===== config.mk =====
export PLATFORM = sky130hd
export DESIGN_NAME = rf_wb_scheduler
export DESIGN_NICKNAME = d
export VERILOG_FILES = /design/src/rtl/rf_wb_scheduler.sv
export SDC_FILE = /design/constraint.sdc
export NUM_CORES = 1
export LEC_CHECK = 0
export CORE_MARGIN = 5
export CORE_UTILIZATION = 48
export DETAILED_ROUTE_END_ITERATION = 8
export PLACE_DENSITY = 0.91
export SLEW_MARGIN = 30
export SYNTH_ARGS = -nofsm -noshare
export SYNTH_HDL_FRONTEND = slang
export SYNTH_SLANG_ARGS = --single-unit

===== constraint.sdc =====
create_clock -name clk -period 5.3 [get_ports clk]
set_input_delay 0.53 -clock clk [delete_from_list [all_inputs] [get_ports clk]]
set_output_delay 0.53 -clock clk [all_outputs]
set_load 0.05 [all_outputs]

===== src/rtl/rf_wb_scheduler.sv =====
// Register-file write-port scheduler: round-robin ALU/MEM arbitration onto a single
// registered write port, plus a destination scoreboard for RAW/WAW stalls in decode.
module rf_wb_scheduler #(
    parameter int unsigned DATA_WIDTH = 32,
    parameter int unsigned REG_COUNT  = 32,
    parameter int unsigned REG_SIZE   = $clog2(REG_COUNT)
) (
    input  logic                  clk,
    input  logic                  rst,
    input  logic                  iss_valid,
    input  logic [REG_SIZE-1:0]   iss_rd,
    output logic                  iss_ready,
    input  logic [REG_SIZE-1:0]   chk_rs1,
    input  logic [REG_SIZE-1:0]   chk_rs2,
    output logic                  chk_rs1_busy,
    output logic                  chk_rs2_busy,
    input  logic                  alu_valid,
    input  logic [REG_SIZE-1:0]   alu_rd,
    input  logic [DATA_WIDTH-1:0] alu_data,
    output logic                  alu_ready,
    input  logic                  mem_valid,
    input  logic [REG_SIZE-1:0]   mem_rd,
    input  logic [DATA_WIDTH-1:0] mem_data,
    output logic                  mem_ready,
    output logic                  rf_we,
    output logic [REG_SIZE-1:0]   rf_waddr,
    output logic [DATA_WIDTH-1:0] rf_wdata,
    output logic [REG_COUNT-1:0]  busy_vec,
    output logic                  spurious_wb
);

    typedef enum logic {
        GntAlu = 1'b0,
        GntMem = 1'b1
    } grant_e;

    logic [REG_COUNT-1:0]  busy_q, busy_d;
    grant_e                last_grant_q, last_grant_d;
    logic                  rf_we_q, rf_we_d;
    logic [REG_SIZE-1:0]   rf_waddr_q, rf_waddr_d;
    logic [DATA_WIDTH-1:0] rf_wdata_q, rf_wdata_d;

    // Contention goes to whichever side did not win last time.
    always_comb begin
        alu_ready = 1'b0;
        mem_ready = 1'b0;
        if (!rst) begin
            alu_ready = alu_valid & (~mem_valid | (last_grant_q == GntMem));
            mem_ready = mem_valid & (~alu_valid | (last_grant_q == GntAlu));
        end
    end

    assign iss_ready    = ~rst & iss_valid & ~busy_q[iss_rd];
    assign chk_rs1_busy = busy_q[chk_rs1];
    assign chk_rs2_busy = busy_q[chk_rs2];

    always_comb begin
        last_grant_d = last_grant_q;
        rf_we_d      = 1'b0;
        rf_waddr_d   = rf_waddr_q;
        rf_wdata_d   = rf_wdata_q;
        if (alu_ready) begin
            last_grant_d = GntAlu;
            rf_we_d      = (alu_rd != '0);
            rf_waddr_d   = alu_rd;
            rf_wdata_d   = alu_data;
        end else if (mem_ready) begin
            last_grant_d = GntMem;
            rf_we_d      = (mem_rd != '0);
            rf_waddr_d   = mem_rd;
            rf_wdata_d   = mem_data;
        end
    end

    // Clear before set so an issue to a non-busy register being written still marks it busy.
    always_comb begin
        busy_d = busy_q;
        if (rf_we_q) begin
            busy_d[rf_waddr_q] = 1'b0;
        end
        if (iss_ready) begin
            busy_d[iss_rd] = 1'b1;
        end
        busy_d[0] = 1'b0;
    end

    always_ff @(posedge clk) begin
        if (rst) begin
            busy_q       <= '0;
            last_grant_q <= GntMem;
            rf_we_q      <= 1'b0;
            rf_waddr_q   <= '0;
            rf_wdata_q   <= '0;
        end else begin
            busy_q       <= busy_d;
            last_grant_q <= last_grant_d;
            rf_we_q      <= rf_we_d;
            rf_waddr_q   <= rf_waddr_d;
            rf_wdata_q   <= rf_wdata_d;
        end
    end

    assign rf_we       = rf_we_q;
    assign rf_waddr    = rf_waddr_q;
    assign rf_wdata    = rf_wdata_q;
    assign busy_vec    = busy_q;
    assign spurious_wb = ~rst & rf_we_q & ~busy_q[rf_waddr_q];

endmodule

# Word-level counts from Yosys, hierarchy flattened
# Cells that the tools add are included.
# classes
n_mux	24
n_bitwise	17
reduce_logical	5
n_lt_le_gt_ge	6
# ops
cell	count
two-way mux 32 bit	4
AND 32 bit	1
inverter 32 bit	1
bitwise OR 32 bit	1
< comparator 5 x 6 -> 1 bit, second input constant	4
binary-select mux 1 bit (select 5 bit)	4
two-way mux 1 bit	12
demux 1 bit (select 5 bit)	2
>= comparator 5 x 1 -> 1 bit, second input constant	2
two-way mux 5 bit	2
nonzero test 5 bit	2
AND 1 bit	6
inverter 1 bit	6
logical AND 1 bit	2
bitwise OR 1 bit	2
nonzero test 2 bit	1
# totals
out_inout_bits	76
inputBits	94
register_bits	71

# Depth between registers and ports, before layout
# Gate-level depths: netlist (run 1).
# logic_depth
word_depth	9
depth_mapped	7

# Worst setup path after synthesis (run 1)
# OpenSTA, ideal clock, no wires.
# synth_path
path_kind	input to output
from	input port iss_rd[1]
to	output port iss_ready
arrival_ns	3.002
path_slack_ns	1.768
path_buffers	3
path_stages	7
cell_sequence	buf_2 -> buf_2 -> mux2i_1 -> o21bai_1 -> o22a_2 -> buf_4 -> nor4_1
# synth_via
elab_chain_len	4
# synth_rtl
element	line	rtl
from (decl)	11	input logic [REG_SIZE-1:0] iss_rd,
binary-select mux 1 bit (select 5 bit)	53	assign iss_ready = ~rst & iss_valid & ~busy_q[iss_rd];
two-way mux 1 bit (implied by the code)	53	
inverter 1 bit	53	
AND 1 bit	53	
to (decl)	12	output logic iss_ready,
# No other way between the ends. The select of a mux whose other input is x is not followed.

# Worst setup path in the final report (run 1)
# layout_path
from	input port iss_rd[0]
to	output port iss_ready
# The elaborated chain is that of the path after synthesis.

==> results of run 1 <==
## layout by cell type, fill, tap and decap left out, drive strengths merged
| cell | instances |
|---|---|
| nor3b | 4 |
| or4 | 5 |
| a211oi | 37 |
| mux2 | 2 |
| clkinv | 2 |
| nor2b | 21 |
| and3 | 1 |
| o22ai | 2 |
| o21ai | 33 |
| and3b | 5 |
| nand2 | 25 |
| or3 | 2 |
| dfxtp | 70 |
| and2 | 1 |
| nor2 | 40 |
| nand3b | 26 |
| a21oi | 6 |
| conb | 1 |
| mux2i | 49 |
| or2b | 1 |
| o22a | 1 |
| o21bai | 1 |
| clkbuf | 11 |
| o31ai | 8 |
| and4 | 3 |
| o41ai | 11 |
| nand2b | 8 |
| nor4 | 1 |
| buf | 4 |
| inv | 2 |
| nand3 | 7 |
| or3b | 5 |
| clkdlybuf4s50 | 167 |
| bufinv | 1 |
| nor3 | 2 |
| o211ai | 2 |
| mux4 | 26 |
| a32o | 1 |
| clkinvlp | 2 |
## metrics by stage
step                      hold slack, ns  cells  cell area [um^2]  util [%]  setup slack (ns)
after floorplan                    0.473    453              4300         -              1.77
after global placement             0.490    688              5940      68.1              1.18
after detailed placement           0.521    688              5940      68.1              1.08
after CTS                          0.530    704              6140      70.4              1.07
after global routing               0.555    704              6140      70.4             0.932
final                              0.524    704              6140      70.4              1.03
## area by class of cell
type	count	area (um^2)	area share, %
sequential	70	1400	22.8
clock inverter	5	58.8	0.958
multi-input combinational	337	2690	43.9
tap	108	135	2.20
inverter	2	7.51	0.122
clock buffer	11	141	2.30
timing repair buffer	171	1700	27.7
## power by group
group	switching, mW	internal [mW]	leakage (nW)
clock network	0.211	0.230	0.0955
registers	0.0327	0.553	0.573
logic	0.215	0.168	1.46
## worst paths after layout
path / cells after the start / start / endpoint / slack [ns]
hold reg to reg: 2 / last_grant_q$_SDFFE_PP1P_ / last_grant_q$_SDFFE_PP1P_ / 0.52
setup / recovery: 6 / iss_rd[0] / iss_ready / 1.03
hold / removal: 2 / last_grant_q$_SDFFE_PP1P_ / last_grant_q$_SDFFE_PP1P_ / 0.52
setup reg to reg: 4 / busy_vec[29]$_SDFF_PP0_ / busy_vec[3]$_SDFF_PP0_ / 3.20
## sequential cells by signal (all words and copies together), names as in the netlist
| name | count |
|---|---|
| rf_we | 1 |
| last_grant_q | 1 |
| rf_waddr | 5 |
| busy_vec | 31 |
| rf_wdata | 32 |
## cells by family (layout without fill, tap and decap cells)
kind of cell / count (synthesis) / after routing / synth area share, %
flip-flops: 70 / 70 / 32.6
other: 1 / 1 / 0.0873
AO/OA/AOI/OAI: 102 / 102 / 15.9
multiplexers: 77 / 77 / 25.7
buffers and inverters: 46 / 189 / 4.75
AND/OR/NAND/NOR: 157 / 157 / 20.9
## critical path, delay by kind of cell
| family | cells | cell delay [ns] |
|---|---|---|
| simple gates | 3 | 0.95 |
| mux | 1 | 0.61 |
| buf+inv | 2 | 1.64 |
## per-layer routing
metal	wire [um]	global-route usage, %	share of wire [%]	up-vias
met5	0	0	0	-
met4	422	10.1	2.9	0
met3	2080	10.2	14	54
met2	6850	42.6	47	339
met1	5220	29.7	36	2061
li1	-	-	-	1988
==> results.md, run 1 <==
* Area grow syn2layout at 42.8%
* Total power at ~1.4 mW
* Drt first pass iters at 5
* First-pass GRT wire length at 23,000 um
* Largest net degree at the start of global routing at between 70 and 80
* DR vias/cell at 6.31
* PwrDens at 230 nW/um^2
* I/O pin total at 170
* Post-route antenna net violation count at 0
* Critical path's slowest cell: clkdlybuf4s50_1
* Top cells by area, synth: dfxtp_1 33%, mux4_2 13%, mux2i_1 11%, a211oi_1 6.5%, nand3b_1 4.5%
* CTS Hold Bufs at 0
* Outcome: completed
* Clock Sinks at 70
* Initial antenna violation count at 0
* WL final at 14,600 um
* Longest Clk Path Bufs at 2
* Core region area at 8720 um^2
* Leak Pwr at 2.13 nW
* GRT Overall Usage at 25.6%
* Fin. max-slew vios at 0
* Synth warnings at 0
* Unrepaired setup endpoints after global routing: no
* Register bit total from synthesis at 70
* Antenna diodes at 0
* Total setup buffers inserted after CTS at 0
* CTS buffer count at 9
* Final setup vio count at 0
* Vias in the first global route at 4,505
* Netlist Area Pre-Place at roughly 4300 um^2
* Main synth FF type: dfxtp_1
* Final Hold Viols at 0
* Clk_lat worst skew at 0.34 ns
* Largest area contributor in the netlist: dfxtp_1
* Arr. time, crit path at 3.74 ns
* Worst Setup End Kind: output pin
* Vias at roughly 4,400
* Hold WC Path Type: reg2reg
* FMAX at ~230 MHz
* Starting Density at 49.3%
* Count leader, synth: dfxtp_1
* WL per Instance at 20.7 um
* Die Ht at 105 um
* Hpwl dp at approximately 11,000 um
* CP max FO at 20
* Chip Width at 105 um
* Most frequent cells after synthesis: 70 x dfxtp_1, 49 x mux2i_1, 40 x nor2_1, 37 x a211oi_1, 26 x nand3b_1
* Port bufs at roughly 170
* Critical-path cell list: clkdlybuf4s50_1 > mux4_1 > nand2b_1 > nand2b_1 > nor4_1 > clkdlybuf4s50_1
* Nets at 685
* Peak supply drop at 0.151 mV
* # DRC at 0
* Min cycle time layout at approximately 4.3 ns
* Crit Path Category: in2out
* Max Cap Viol at 0
* Clk_skew at ~0.012 ns
* Slew Limit Headroom at 44.1%
* Root buf cell: clkbuf_8
* Fill count at between 600 and 700
* Data required, critical path at 4.77 ns
* Setup TNS Final at 0 ns
* Syn Area/Cell at 9.48 um^2
* Grt ovf at 0
* Die area at 10,900 um^2
* Max incr delay on CP at slightly below 0.9 ns
* Asr flop ratio synth at 0%
* PostCTS Resize Cnt at 0
* GPL Wtd Cong at 0.931
* Yosys top cell area share at about a third
* Drt first-iter violations at 347
* Clock Pin Slew Worst Setup and Hold Paths at 0.07 ns
* Worst slew pin tran at 0.838 ns
* Net Count, Synth at roughly 550
* Layout cells sized above 1 at under 10%
* Sequential area share after synthesis at 32.6%
* CTS tree: done
* # rows at 34
* H-tree depth at 3
* Final worst-path cycle share at 80.5%
* Startpoint Class: primary input
* Post-Syn Instances at 453
* EDFF count, synth at 0
* Post-synth cell types at 42
(Power assumes the default switching activity.)
==> inputs of run 2 (changes only) <==
--- a/config.mk
+++ b/config.mk
@@ -6,9 +6,9 @@
 export NUM_CORES = 1
 export LEC_CHECK = 0
 export CORE_MARGIN = 5
-export CORE_UTILIZATION = 48
+export CORE_UTILIZATION = 44
 export DETAILED_ROUTE_END_ITERATION = 8
-export PLACE_DENSITY = 0.91
+export PLACE_DENSITY = 0.85
 export SLEW_MARGIN = 30
 export SYNTH_ARGS = -nofsm -noshare
 export SYNTH_HDL_FRONTEND = slang
==> constraint.sdc (replaced) <==
create_clock -name clk -period 4.37 [get_ports clk]
set_input_delay 0.437 -clock clk [delete_from_list [all_inputs] [get_ports clk]]
set_output_delay 0.437 -clock clk [all_outputs]
set_load 0.05 [all_outputs]
==> run 2 against run 1 <==
  * Wire length is 0.46% lower
  * Sequential power rose by 21%
  * Count of clock-buffer cells in the layout rose by 2
  * Register-to-register slack lost 0.69 ns
  * Critical path type unchanged
  * Largest cell class unchanged
==> results.md, run 2 (synthesis results as in run 1) <==
* Clock Sinks at 70
* Final worst-path cycle share at 85.6%
* Slew Limit Headroom at between 40% and 50%
* Core region area at approximately 9600 um^2
* Multi-input gate area at 2690 um^2
* Total setup buffers inserted after CTS at 0
* Drt first-iter violations at 230
* Reg power frac at 42.4%
* Max Cap Viol at 0
* Cell area after layout at 6160 um^2
* Final Hold Viols at 0
* Min cycle time layout at 3.74 ns
* Clock Pin Slew Worst Setup and Hold Paths at 0.07 ns
* Chip Width at around 110 um
* Layout cells sized above 1 at 9.21%
* Worst path most repeated cell: clkdlybuf4s50_1
* R2R Setup Slk at 2.51 ns
* Worst slack at placement at 0.653 ns
* Area grow syn2layout at 43.4%
* Vias in the first global route at about 4,400
* Outcome: completed
* Antenna diodes at 0
* Setup TNS Final at 0 ns
* Vias at 4,343
* R2R cell count at 5
* Sw frac at between 30% and 40%
* Nets at roughly 690
* Hold WC Path Type: reg2reg
* Worst Setup End Kind: output pin
* Max FFs per register at 32
* Met1 wire length at 5400 um
* First-pass GRT wire length at 22,800 um
* Worst hold slack at 0.520 ns
* Clock network fraction of total power at ~30%
* Starting Density at 44.6%
* Port bufs at 168
* GRT Overall Usage at around 25%
* Clk_lat worst skew at 0.35 ns
* Startpoint Class: primary input
* CTS Hold Bufs at 0
* Worst slew pin tran at 0.818 ns
* GPL Wtd Cong at around 0.9
* Data required, critical path at 3.93 ns
* Crit Path Category: in2out
* Drt first pass iters at 5
* NetSw at 0.545 mW
* Reg-to-Reg Start: busy_vec[29]$_SDFF_PP0_
* Peak supply drop at 0.224 mV
* Initial antenna violation count at 0
* Hold endpoint: last_grant_q$_SDFFE_PP1P_
* Die Ht at 109 um
* Clk_skew at 0.00950 ns
* DR top layer: met4
* Root buf cell: clkbuf_8
* Critical path's slowest cell: clkdlybuf4s50_1
* Hpwl dp at 10,800 um
* WHS Path Cells at 2
* Crit Reg-Reg Endpoint: busy_vec[8]$_SDFF_PP0_
* CP max FO at 15
* Setup ws final at 0.628 ns
* Arr. time, crit path at 3.30 ns
* Leak Pwr at 2.14 nW
* CTS tree: done
* Post-route antenna net violation count at 0
* Commonest non-fill, non-tap cell in the layout: clkdlybuf4s50_1
* Final setup vio count at 0
* PwrDens at 271 nW/um^2
* Fin. max-slew vios at 0
* Reg area at 1400 um^2
* Grt ovf at 0
* WL met2 at 6920 um
* Largest net degree at the start of global routing at between 70 and 80
* Most frequent cells in the layout: 167 x clkdlybuf4s50_1, 70 x dfxtp_1, 49 x mux2i_1
* WL per Instance at 19.9 um
* HP Start: last_grant_q$_SDFFE_PP1P_
* DR vias/cell at 5.95
* Max incr delay on CP at 0.88 ns
* Placed Area at 5970 um^2
* Unrepaired setup endpoints after global routing: no
* FMAX at 267 MHz
* WL final at 14,500 um
* PostCTS Resize Cnt at 0
* Internal power at 1.13 mW
* CTS buffer count at 9
* # rows at 36
* WL met3 at 1840 um
* I/O pin total at 170
* Longest Clk Path Bufs at 2
* Comb pwr share at 27.9%
* Die area at 11,800 um^2
* Critical-path cell list: clkdlybuf4s50_1 > mux2i_1 > o22ai_1 > o22a_2 > nor4_1 > clkdlybuf4s50_1
* Fill count at 781
* # DRC at 0
* H-tree depth at 3
run 2: cell types whose count changed in the layout (fill, tap and decap cells not counted), sizes merged:
cell and change:
buf +1, bufinv -1, clkbuf +2, clkinvlp -1
run 2: routing by layer:
metal	up-vias	global-route usage, %
li1	1992	-
met3	35	9.89
met2	274	40.9
met5	-	0
met1	2042	29.1
met4	0	10.1
run 2: area by class of cell:
type,count,area share (%)
Clock buffer,13,2.74
Inverter,2,0.122
Clock inverter,3,0.284
Timing Repair Buffer,172,27.7
Multi-Input combinational cell,337,43.7
Tap cell,133,2.70
Sequential cell,70,22.7
run 2: stage by stage:
| stage | power (mW) | instances | util [%] |
|---|---|---|---|
| 2_1_floorplan | 0.994 | 453 | - |
| 3_3_place_gp | 1.18 | 714 | 62.0 |
| 3_5_place_dp | 1.19 | 714 | 62.0 |
| 4_1_cts | 1.68 | 730 | 63.9 |
| 5_1_grt | 1.75 | 730 | 63.9 |
| 6_report | 1.67 | 730 | 63.9 |
run 2: how the worst max path moves through the flow:
stage,slack [ns],depth (start not counted),from,to
finish,0.63,6,iss_rd[1],iss_ready
CTS,0.65,6,iss_rd[0],iss_ready
detailed placement,0.65,6,iss_rd[0],iss_ready
global route,0.52,5,rf_waddr[1]$_SDFFE_PP0P_,spurious_wb
floorplan,1.02,7,iss_rd[1],iss_ready
global placement,0.74,6,iss_rd[0],iss_ready
run 2: worst max-delay path: cells and delay by family:
kind	cells	cell delay, ns
compound gates	2	0.45
buf+inv	2	1.76
mux	1	0.26
simple gates	1	0.39
run 2: power by group through the flow:
stage,sequential (mW),clock [mW],combinational [mW]
6_report,0.709,0.497,0.466
5_1_grt,0.714,0.543,0.491
4_1_cts,0.708,0.509,0.468
3_5_place_dp,0.723,0,0.466
3_3_place_gp,0.721,0,0.456
2_1_floorplan,0.817,0,0.177
==> inputs of run 3 (changes only) <==
--- a/config.mk
+++ b/config.mk
@@ -5,11 +5,12 @@
 export SDC_FILE = /design/constraint.sdc
 export NUM_CORES = 1
 export LEC_CHECK = 0
-export CORE_MARGIN = 5
 export CORE_UTILIZATION = 44
 export DETAILED_ROUTE_END_ITERATION = 8
 export PLACE_DENSITY = 0.85
+export SKIP_CTS_REPAIR_TIMING = 1
 export SLEW_MARGIN = 30
 export SYNTH_ARGS = -nofsm -noshare
 export SYNTH_HDL_FRONTEND = slang
 export SYNTH_SLANG_ARGS = --single-unit
+export TNS_END_PERCENT = 1
==> run 3 against run 2 <==
  * Sequential cell count stayed put
  * Count of clock-buffer cells in the layout is 3 lower
  * First-iteration DRC count is 31% higher
  * Critical path depth stayed put
  * Register-to-register slack better by 0.10 ns
  * Worst setup slack better by 0.15 ns
  * Maximum frequency is 4.2% higher
  * Non-clock buffer count is 1 higher
  * Via count is 0.67% lower
  * Largest cell class unchanged
  * Largest power group unchanged
==> results.md, run 3 (synthesis results as in run 1) <==
* I/O pin total at 170
* Final worst-path cycle share at 82.2%
* HP Start: last_grant_q$_SDFFE_PP1P_
* CP top delay family: buffers and inverters
* R2R cell count at 5
* Cell area after layout at a little over 6000 um^2
* Arr. time, crit path at 3.15 ns
* Drt first pass iters at 5
* Layout cells sized above 1 at 9.38%
* Data required, critical path at 3.93 ns
* Port bufs at between 150 and 200
* Worst Setup End Kind: output pin
* Most frequent cells in the layout: 167 x clkdlybuf4s50_1, 70 x dfxtp_1, 49 x mux2i_1
* PwrDens at 272 nW/um^2
* GPL Wtd Cong at 0.921
* Grt ovf at 0
* Drt first-iter violations at roughly 300
* Vias at between 4,000 and 5,000
* Commonest non-fill, non-tap cell in the layout: clkdlybuf4s50_1
* GRT Overall Usage at 27.1%
* Comb pwr share at 27.8%
* Clk_lat worst skew at 0.34 ns
* Clk_skew at roughly 0.0062 ns
* Crit Reg-Reg Endpoint: busy_vec[11]$_SDFF_PP0_
* WL per Instance at 18.7 um
* First-pass GRT wire length at 21,400 um
* Nets at between 600 and 700
* Clock Pin Slew Worst Setup and Hold Paths at 0.07 ns
* Peak supply drop at 0.169 mV
* Antenna diodes at 0
* Clock network fraction of total power at 30.1%
* Longest Clk Path Bufs at 2
* Worst path most repeated cell: clkdlybuf4s50_1
* WHS Path Cells at 2
* Final Hold Viols at 0
* CTS tree: done
* Worst slack at placement at 0.756 ns
* Reg-to-Reg Start: busy_vec[29]$_SDFF_PP0_
* DR vias/cell at 5.94
* Total power at 1.68 mW
* Setup ws final at 0.778 ns
* Initial antenna violation count at 0
* Root buf cell: clkbuf_8
* Hpwl dp at 9990 um
* Crit Path Category: in2out
* Hold endpoint: last_grant_q$_SDFFE_PP1P_
* # DRC at 0
* Reg power frac at 42.1%
* Outcome: completed
* Critical-path cell list: clkdlybuf4s50_1 > mux4_2 > or3b_2 > nand2_1 > nor4_1 > clkdlybuf4s50_1
* Multi-input gate area at ~2700 um^2
* Min cycle time layout at 3.59 ns
* WL final at 13,600 um
* Placed Area at around 6000 um^2
* H-tree depth at 3
* Fill count at a little under 800
* Max FFs per register at 32
* # rows at 35
* R2R Setup Slk at 2.61 ns
* Die Ht at 101 um
* Reg area at 1400 um^2
* Sw frac at between 30% and 40%
* Setup TNS Final at 0 ns
* CTS buffer count at 9
* Area grow syn2layout at 43.5%
* Die area at about 10,000 um^2
* NetSw at 0.529 mW
* Crit path buffers/inverters at 2
* Chip Width at roughly 100 um
* Leak Pwr at approximately 2.1 nW
* Slew Limit Headroom at 49.6%
* CP max FO at 11
* Internal power at about 1.1 mW
* Hold WC Path Type: reg2reg
* Vias in the first global route at 4,259
* Clock Sinks at 70
* Largest net degree at the start of global routing at 75
* Max Cap Viol at 0
* Unrepaired setup endpoints after global routing: no
* Fin. max-slew vios at 0
* Startpoint Class: primary input
* Starting Density at 45.8%
* Core region area at 9370 um^2
* Final setup vio count at 0
* Post-route antenna net violation count at 0
* FMAX at 278 MHz
* Max incr delay on CP at 0.86 ns
* Worst slew pin tran at between 0.7 and 0.8 ns
* Critical path's slowest cell: clkdlybuf4s50_1
-- run 3: worst max-delay path by stage --
stage	end	depth (start not counted)	start
finish	iss_ready	6	iss_rd[0]
global route	spurious_wb	5	rf_waddr[0]$_SDFFE_PP0P_
detailed placement	iss_ready	6	iss_rd[0]
floorplan	iss_ready	7	iss_rd[1]
CTS	spurious_wb	5	rf_waddr[0]$_SDFFE_PP0P_
global placement	iss_ready	6	iss_rd[0]
-- run 3: final cells by class --
cell class                      count  share of cell area [%]
Multi-Input combinational cell    337                    43.7
Timing Repair Buffer              173                    27.8
Sequential cell                    70                    22.7
Tap cell                          129                    2.62
Clock buffer                       10                    2.23
Clock inverter                      5                   0.812
Inverter                            2                   0.122
-- run 3: tightest hold or removal path, cell delays in order (launching register included) --
cell and delay [ns]:
dfxtp_1 0.34, o21ai_0 0.09, nand2b_1 0.06
-- run 3: metal layers --
metal	wire (um)	vias up	global-route usage, %	part of all wire, %
li1	-	1988	-	-
met1	5160	2038	32.7	38
met2	6420	251	43.9	47
met3	1520	37	8.53	11
met4	448	0	13.2	3.3
met5	0	-	0	0
-- run 3: stage by stage --
step / hold WS [ns] / instances / util (%)
floorplan: 0.473 / 453 / -
detailed placement: 0.507 / 711 / 63.8
global placement: 0.489 / 711 / 63.8
finish: 0.522 / 726 / 65.8
CTS: 0.528 / 726 / 65.8
global route: 0.563 / 726 / 65.8
-- run 3: power by group through the flow --
stage	Combinational [mW]	Sequential (mW)	Clock, mW
2_1_floorplan	0.177	0.817	0
3_3_place_gp	0.458	0.719	0
3_5_place_dp	0.464	0.720	0
4_1_cts	0.466	0.706	0.519
5_1_grt	0.491	0.712	0.550
6_report	0.466	0.707	0.506
